<file path="src/rtl/game_screen_pager_if.sv">
// Pixel-stream bundle between the OLED driver / art decoder and the screen pager.
interface game_screen_pager_if #(
    parameter int PW = 2
);
    // No back-pressure anywhere: frame_begin is a one-cycle strobe, x/y/pix_fg/pix_hl are valid
    // every cycle, oled_data answers them one cycle later, page_idx feeds the decoder directly.
    logic          frame_begin;
    logic [6:0]    x;
    logic [5:0]    y;
    logic          pix_fg;
    logic          pix_hl;
    logic [PW-1:0] page_idx;
    logic [15:0]   oled_data;

    modport master (output frame_begin, x, y, pix_fg, pix_hl, input page_idx, oled_data);
    modport slave  (input frame_begin, x, y, pix_fg, pix_hl, output page_idx, oled_data);
endinterface

</file>
<file path="src/rtl/game_screen_pager.sv">
// N-page instruction/menu pager: button navigation, wipe transition, blink layer,
// page-indicator dots and optional idle auto-advance on the 96x64 OLED stream.
module game_screen_pager #(
    parameter int          N_PAGES      = 4,
    parameter int          BLINK_FRAMES = 15,
    parameter int          IDLE_FRAMES  = 0,
    parameter int          WIPE_STEP    = 8,
    parameter logic [15:0] FG           = 16'h0000,
    parameter logic [15:0] BG           = 16'hFFFF,
    parameter logic [15:0] HL           = 16'hF800,
    parameter logic [15:0] DOT_ON       = 16'h001F,
    parameter logic [15:0] DOT_OFF      = 16'h8410
) (
    input  logic               clk,
    input  logic               rst_n,
    input  logic               btn_next,
    input  logic               btn_prev,
    input  logic               btn_sel,
    game_screen_pager_if.slave pix,
    output logic               done,
    output logic               active,
    output logic [1:0]         state_dbg
);
    localparam int PW = (N_PAGES > 1) ? $clog2(N_PAGES) : 1;
    localparam int BW = (BLINK_FRAMES > 1) ? $clog2(BLINK_FRAMES) : 1;
    localparam int IW = (IDLE_FRAMES > 0) ? $clog2(IDLE_FRAMES + 1) : 1;
    localparam logic [PW-1:0] LAST       = PW'(N_PAGES - 1);
    localparam logic [BW-1:0] BLINK_LAST = BW'(BLINK_FRAMES - 1);
    localparam logic [IW-1:0] IDLE_MAX   = IW'(IDLE_FRAMES);
    localparam logic [7:0]    WIPE_END   = 8'd96;

    typedef enum logic [1:0] {SHOW = 2'd0, WIPE = 2'd1, DONE = 2'd2} state_t;
    state_t state;

    // Button vectors are ordered {sel, prev, next}.
    logic [2:0]    btn_lvl, lvl_q, edge_q;
    logic [PW-1:0] page;
    logic [BW-1:0] blink_cnt;
    logic          blink_on;
    logic [IW-1:0] idle_cnt;
    logic [7:0]    wipe_col;
    logic          go_next, go_prev, go_done, page_chg;
    logic [8:0]    wipe_sum;
    logic          is_dot, dot_cur;
    logic [15:0]   pix_next;

    assign btn_lvl      = {btn_sel, btn_prev, btn_next};
    assign pix.page_idx = page;
    assign state_dbg    = state;

    always_comb begin
        go_next = 1'b0;
        go_prev = 1'b0;
        go_done = 1'b0;
        if (state == SHOW) begin
            if (edge_q[2]) begin
                if (page == LAST) go_done = 1'b1;
                else              go_next = 1'b1;
            end else if (edge_q[0] && !edge_q[1]) begin
                go_next = (page != LAST);
            end else if (edge_q[1] && !edge_q[0]) begin
                go_prev = (page != '0);
            end else if (edge_q == 3'b000 && IDLE_FRAMES != 0 &&
                         idle_cnt == IDLE_MAX && page != LAST) begin
                go_next = 1'b1;
            end
        end
        page_chg = go_next | go_prev;
        wipe_sum = {1'b0, wipe_col} + 9'(WIPE_STEP);
    end

    always_comb begin
        is_dot  = (pix.y == 6'd60 || pix.y == 6'd61) && pix.x[1] &&
                  ({2'b00, pix.x[6:2]} < 7'(N_PAGES));
        dot_cur = ({2'b00, pix.x[6:2]} == 7'(page));
        if (state == DONE)                                    pix_next = BG;
        else if (is_dot)                                      pix_next = dot_cur ? DOT_ON : DOT_OFF;
        else if (state == WIPE && {1'b0, pix.x} >= wipe_col)  pix_next = BG;
        else if (pix.pix_fg)                                  pix_next = FG;
        else if (pix.pix_hl && blink_on)                      pix_next = HL;
        else                                                  pix_next = BG;
    end

    always_ff @(posedge clk) begin
        if (!rst_n) begin
            lvl_q         <= 3'b111;
            edge_q        <= 3'b000;
            state         <= SHOW;
            page          <= '0;
            blink_cnt     <= '0;
            blink_on      <= 1'b1;
            idle_cnt      <= '0;
            wipe_col      <= '0;
            done          <= 1'b0;
            active        <= 1'b1;
            pix.oled_data <= BG;
        end else begin
            lvl_q         <= btn_lvl;
            edge_q        <= btn_lvl & ~lvl_q;
            done          <= 1'b0;
            pix.oled_data <= pix_next;

            // A page change on a frame_begin cycle swallows that frame for every counter.
            if (page_chg) begin
                blink_cnt <= '0;
                blink_on  <= 1'b1;
            end else if (pix.frame_begin) begin
                if (blink_cnt == BLINK_LAST) begin
                    blink_cnt <= '0;
                    blink_on  <= ~blink_on;
                end else begin
                    blink_cnt <= blink_cnt + 1'b1;
                end
            end

            if (page_chg || edge_q != 3'b000)
                idle_cnt <= '0;
            else if (state == SHOW && pix.frame_begin && idle_cnt != IDLE_MAX)
                idle_cnt <= idle_cnt + 1'b1;

            case (state)
                SHOW: begin
                    if (go_done) begin
                        state  <= DONE;
                        done   <= 1'b1;
                        active <= 1'b0;
                    end else if (page_chg) begin
                        state    <= WIPE;
                        wipe_col <= '0;
                        page     <= go_next ? page + 1'b1 : page - 1'b1;
                    end
                end
                WIPE: begin
                    if (wipe_col >= WIPE_END)
                        state <= SHOW;
                    else if (pix.frame_begin)
                        wipe_col <= wipe_sum[8] ? 8'hFF : wipe_sum[7:0];
                end
                DONE: begin
                    if (edge_q[1]) begin
                        state  <= SHOW;
                        page   <= LAST;
                        active <= 1'b1;
                    end
                end
                default: begin
                    state  <= SHOW;
                    active <= 1'b1;
                end
            endcase
        end
    end
endmodule
</file>
<file path="src/flat_wrapper.sv">
// flat-port wrapper written by rule: the top's interface ports become plain ports
module game_screen_pager_flat 
#(
    parameter int          N_PAGES      = 4,
    parameter int          BLINK_FRAMES = 15,
    parameter int          IDLE_FRAMES  = 0,
    parameter int          WIPE_STEP    = 8,
    parameter logic [15:0] FG           = 16'h0000,
    parameter logic [15:0] BG           = 16'hFFFF,
    parameter logic [15:0] HL           = 16'hF800,
    parameter logic [15:0] DOT_ON       = 16'h001F,
    parameter logic [15:0] DOT_OFF      = 16'h8410
)
  (clk, rst_n, btn_next, btn_prev, btn_sel, done, active, state_dbg, pix_frame_begin, pix_x, pix_y, pix_pix_fg, pix_pix_hl, pix_page_idx, pix_oled_data);
  game_screen_pager_if pix_i ();
  input  logic clk;
  input  logic rst_n;
  input  logic btn_next;
  input  logic btn_prev;
  input  logic btn_sel;
  output logic done;
  output logic active;
  output logic [1:0] state_dbg;
  input wire logic [$bits(pix_i.frame_begin)-1:0] pix_frame_begin;
  input wire logic [$bits(pix_i.x)-1:0] pix_x;
  input wire logic [$bits(pix_i.y)-1:0] pix_y;
  input wire logic [$bits(pix_i.pix_fg)-1:0] pix_pix_fg;
  input wire logic [$bits(pix_i.pix_hl)-1:0] pix_pix_hl;
  output wire logic [$bits(pix_i.page_idx)-1:0] pix_page_idx;
  output wire logic [$bits(pix_i.oled_data)-1:0] pix_oled_data;
  assign pix_i.frame_begin = pix_frame_begin;
  assign pix_i.x = pix_x;
  assign pix_i.y = pix_y;
  assign pix_i.pix_fg = pix_pix_fg;
  assign pix_i.pix_hl = pix_pix_hl;
  assign pix_page_idx = pix_i.page_idx;
  assign pix_oled_data = pix_i.oled_data;
  game_screen_pager #(.N_PAGES(N_PAGES), .BLINK_FRAMES(BLINK_FRAMES), .IDLE_FRAMES(IDLE_FRAMES), .WIPE_STEP(WIPE_STEP), .FG(FG), .BG(BG), .HL(HL), .DOT_ON(DOT_ON), .DOT_OFF(DOT_OFF)) u_core (.clk(clk), .rst_n(rst_n), .btn_next(btn_next), .btn_prev(btn_prev), .btn_sel(btn_sel), .pix(pix_i), .done(done), .active(active), .state_dbg(state_dbg));
endmodule
</file>
<file path="config.mk">
export PLATFORM = sky130hd
export DESIGN_NAME = game_screen_pager_flat
export DESIGN_NICKNAME = d
export VERILOG_FILES = /design/src/rtl/game_screen_pager_if.sv /design/src/rtl/game_screen_pager.sv /design/src/flat_wrapper.sv
export SDC_FILE = /design/constraint.sdc
export NUM_CORES = 1
export LEC_CHECK = 0
export CAP_MARGIN = 10
export CORE_ASPECT_RATIO = 0.5
export CORE_MARGIN = 1
export CORE_UTILIZATION = 50
export CTS_CLUSTER_DIAMETER = 50
export CTS_CLUSTER_SIZE = 25
export DETAILED_ROUTE_END_ITERATION = 6
export PLACE_DENSITY = 0.83
export SLEW_MARGIN = 5
export SYNTH_ARGS = -nofsm -noshare
export SYNTH_HDL_FRONTEND = slang
export SYNTH_SLANG_ARGS = --single-unit
</file>
<file path="constraint.sdc">
create_clock -name clk -period 3.25 [get_ports clk]
set_clock_uncertainty 0.05 [all_clocks]
set_input_delay 0.65 -clock clk [delete_from_list [all_inputs] [get_ports clk]]
set_output_delay 0.65 -clock clk [all_outputs]
set_load 0.05 [all_outputs]
</file>
==> metrics.csv <==
stage,metric,value,unit
floorplan,core_area,0.00273,mm2
global_route,grt_pass1_wl,4770,um
yosys,yosysUniqueCellTypes,41,
yosys,synth_edf_count,0,
worst_setup_path,cp-end-kind,flop,
yosys,synth-seq-cells,29,
yosys,synthXorXnorAreaFrac,2.32,%
yosys,synthArstFlopShare,0,%
yosys,synth_cells,179,
clock_tree,hold_buffers,0,
yosys,synth_top_area_share,38.4,%
global_route,first_global_vias,1056,
placement,place_ws,0.285,ns
outcome,outcome,"finished, final reports clean",
detailed_routing,initialDrtViolationCount,48,
power_and_ir_drop,vdd_ir_drop_max,275,uV
yosys,avgSynthCellArea,8.44,um2
floorplan,num_io_pins,43,
worst_setup_path,slowest_delay,0.54,ns
global_route,grt_start_max_net_pins,18,
run,maxCapViolations,0,
yosys,synth_top_area_cell,dfxtp_1,
detailed_routing,viasPerCell,5.43,
final_layout,antenna_cells,0,
detailed_routing,wirelength,3150,um
worst_hold_path,holdCritStartpoint,u_core.lvl_q[2],
worst_setup_path,reg2reg_from,u_core.state_dbg[0],
final_layout,area_growth_syn_to_layout,28.6,%
worst_setup_path,r2r_end,u_core.wipe_col[6],
yosys,yosys-mux-area-fraction,0.662,%
placement,dpl.hpwl,2320,um
sta,rsz0062_at_grt,false,
global_route,antenna_found_initial,0,
floorplan,start_util,55.3,%
yosys,syn-num-nets,208,
worst_hold_path,hp-class,reg -> reg,
clock_tree,insertion_delay,0.28,ns
worst_setup_path,cp_data_required_time,3.34,ns
final_layout,register_area,581,um2
sta,period_needed,2.71,ns
clock_tree,cts_inserted_buffers,5,
worst_setup_path,arrival,2.80,ns
worst_hold_path,hold_path_end,u_core.edge_q[2],
clock_tree,clock_path_buffers,2,
sta,hold_viol,0,
final_layout,n_fill_cell,212,
floorplan,rows,13,
worst_setup_path,worstSetupStartpointType,input pin,
clock_tree,htreeDepth,2,
sta,final.setup.tns,0,ns
floorplan,die_area,0.00326,mm2
worst_setup_path,slowest_stage,nor4_1,
yosys,yosys.area_share.simple,22.3,%
final_layout,multi_input_area,785,um2
power_and_ir_drop,power,0.837,mW
sta,final.setup.worst_slack,0.539,ns
yosys,synthAdderAreaFrac,6.62,%
worst_setup_path,worst_path_most_repeated_cell,a2111oi_0,
yosys,synth_area_leaders,"dfxtp_1 38%, ha_1 6.6%, buf_4 5.0%, a21oi_1 4.6%, o21ai_0 4.0%",
final_layout,final_common_cell,clkdlybuf4s50_1,
clock_tree,post_cts_buffers,0,
placement,portBuffers,41,
yosys,synth-seq-area-share,38.4,%
global_route,track_usage,20.8,%
sta,worst_pin_slew,0.610,ns
yosys,netlist_area,0.00151,mm2
detailed_routing,drcViolationCount,0,
detailed_routing,ant_nets,0,
yosys,synthFlopType,dfxtp_1,
worst_setup_path,r2r_slack,1.00,ns
floorplan,die_x,79.8,um
detailed_routing,post_drt_wl_per_cell,12.7,um
final_layout,final_util,71.2,%
sta,fmax,369,MHz
detailed_routing,vias,1347,
final_layout,drive_gt1_share,5.69,%
clock_tree,post_cts_resize_count,0,
worst_hold_path,hold_depth,1,
sta,min_period_over_period,83.4,%
yosys,synth_warnings,0,
yosys,synth_top_family_by_area,simple AND/OR/NAND/NOR gates,
placement,gp_congestion,0.808,
detailed_routing,dr.pass1.iters,4,
clock_tree,cts.sinks,29,
power_and_ir_drop,power.density,430,mW/mm2
floorplan,die_h,40.9,um
worst_setup_path,crit_chain,clkdlybuf4s50_1 > inv_1 > ha_1 > nand2b_1 > a2111oi_0 > a2111oi_0 > nor4_1 > o21ai_0,
sta,setup_violations,0,
clock_tree,clk_pin_slew_worst_paths,0.06,ns
final_layout,fin_nets,241,
worst_setup_path,reg2reg_depth,5,
sta,drv_slew,0,
global_route,grt-ovfl-total,0,
yosys,synth-compound-area-share,20.0,%
power_and_ir_drop,leakagePower,0.716,nW
final_layout,layout_common_cells,"41 x clkdlybuf4s50_1, 29 x dfxtp_1, 15 x nand2_1",
worst_setup_path,critPathKind,in -> reg,
worst_setup_path,critPathMaxFanout,4,
clock_tree,cts_root_buffer,clkbuf_8,
sta,max-slew-margin-rel,58.3,%
clock_tree,tritoncts,done,
where the power goes:
part / internal (mW) / switching [mW] / total [mW]
combinational: 0.0761 / 0.111 / 0.187
clock: 0.140 / 0.125 / 0.265
sequential: 0.369 / 0.0153 / 0.385
total: 0.586 / 0.251 / 0.837
flip-flops by register name, indices dropped and copies added, names as in the netlist:
| register | flops |
|---|---|
| u_core.pix.oled_data | 6 |
| u_core.wipe_col | 6 |
| u_core.blink_cnt | 4 |
| u_core.edge_q | 3 |
| u_core.lvl_q | 3 |
| u_core.pix.page_idx | 2 |
| u_core.state_dbg | 2 |
| u_core.active | 1 |
| u_core.blink_on | 1 |
| u_core.done | 1 |
through the flow:
stage          hold slack (ns)  area (um2)  std cells
2_1_floorplan            0.317        1510        179
3_3_place_gp             0.322        1870        242
3_5_place_dp             0.326        1870        242
4_1_cts                  0.334        1940        248
5_1_grt                  0.345        1940        248
6_report                 0.337        1940        248
worst max-delay path: cells and delay by family:
| kind | cells | cell delay (ns) |
|---|---|---|
| and+or+nand+nor | 2 | 0.68 |
| adders and majority gates | 1 | 0.27 |
| AOI/OAI and AO/OA | 3 | 0.71 |
| buffers and inverters | 2 | 0.49 |
cells by family (layout without fill, tap and decap cells):
| logic type | after synthesis | in the layout |
|---|---|---|
| fa+ha+maj | 8 | 8 |
| buf+inv | 27 | 59 |
| xor+xnor | 4 | 4 |
| mux | 1 | 1 |
| simple gates | 63 | 63 |
| compound gates | 47 | 47 |
| flops | 29 | 29 |
how the worst max path moves through the flow:
stage | endpoint | startpoint
6_report | u_core.pix.oled_data[3] | pix_x[0]
3_3_place_gp | u_core.pix.oled_data[3] | pix_x[0]
4_1_cts | u_core.pix.oled_data[3] | pix_x[0]
2_1_floorplan | u_core.pix.oled_data[3] | pix_x[0]
3_5_place_dp | u_core.pix.oled_data[3] | pix_x[0]
5_1_grt | u_core.pix.oled_data[3] | pix_x[0]
cell type report:
cell class / instances / area share (%)
tap: 37 / 2.38
inverter: 11 / 2.12
multi-input combinational: 123 / 40.3
sequential: 29 / 29.9
clock inverter: 1 / 0.257
clock buffer: 5 / 3.54
timing repair buffer: 42 / 21.5
Yosys cell counts (2+ instances only):
cell,instances
ha_1,8
buf_4,10
a31oi_1,4
o21ai_0,12
nor2_1,14
and2_1,3
clkbuf_1,5
and3b_1,2
nand2b_1,6
nand2_1,15
nand3_1,6
nor3_1,2
nor4_1,3
nor3b_1,2
o211ai_1,2
nor2b_1,2
a2111oi_0,2
dfxtp_1,29
a211oi_1,4
xnor2_1,4
inv_1,11
a21oi_1,14
routing by layer:
metal  wire, um  track usage (%)  vias up
met1       1520             25.1      601
li1           -                -      690
met5          0                0        -
met4         29             10.3        0
met3        286             7.56        4
met2       1310             34.2       52
No activity file was read; power rests on OpenSTA's default activity.
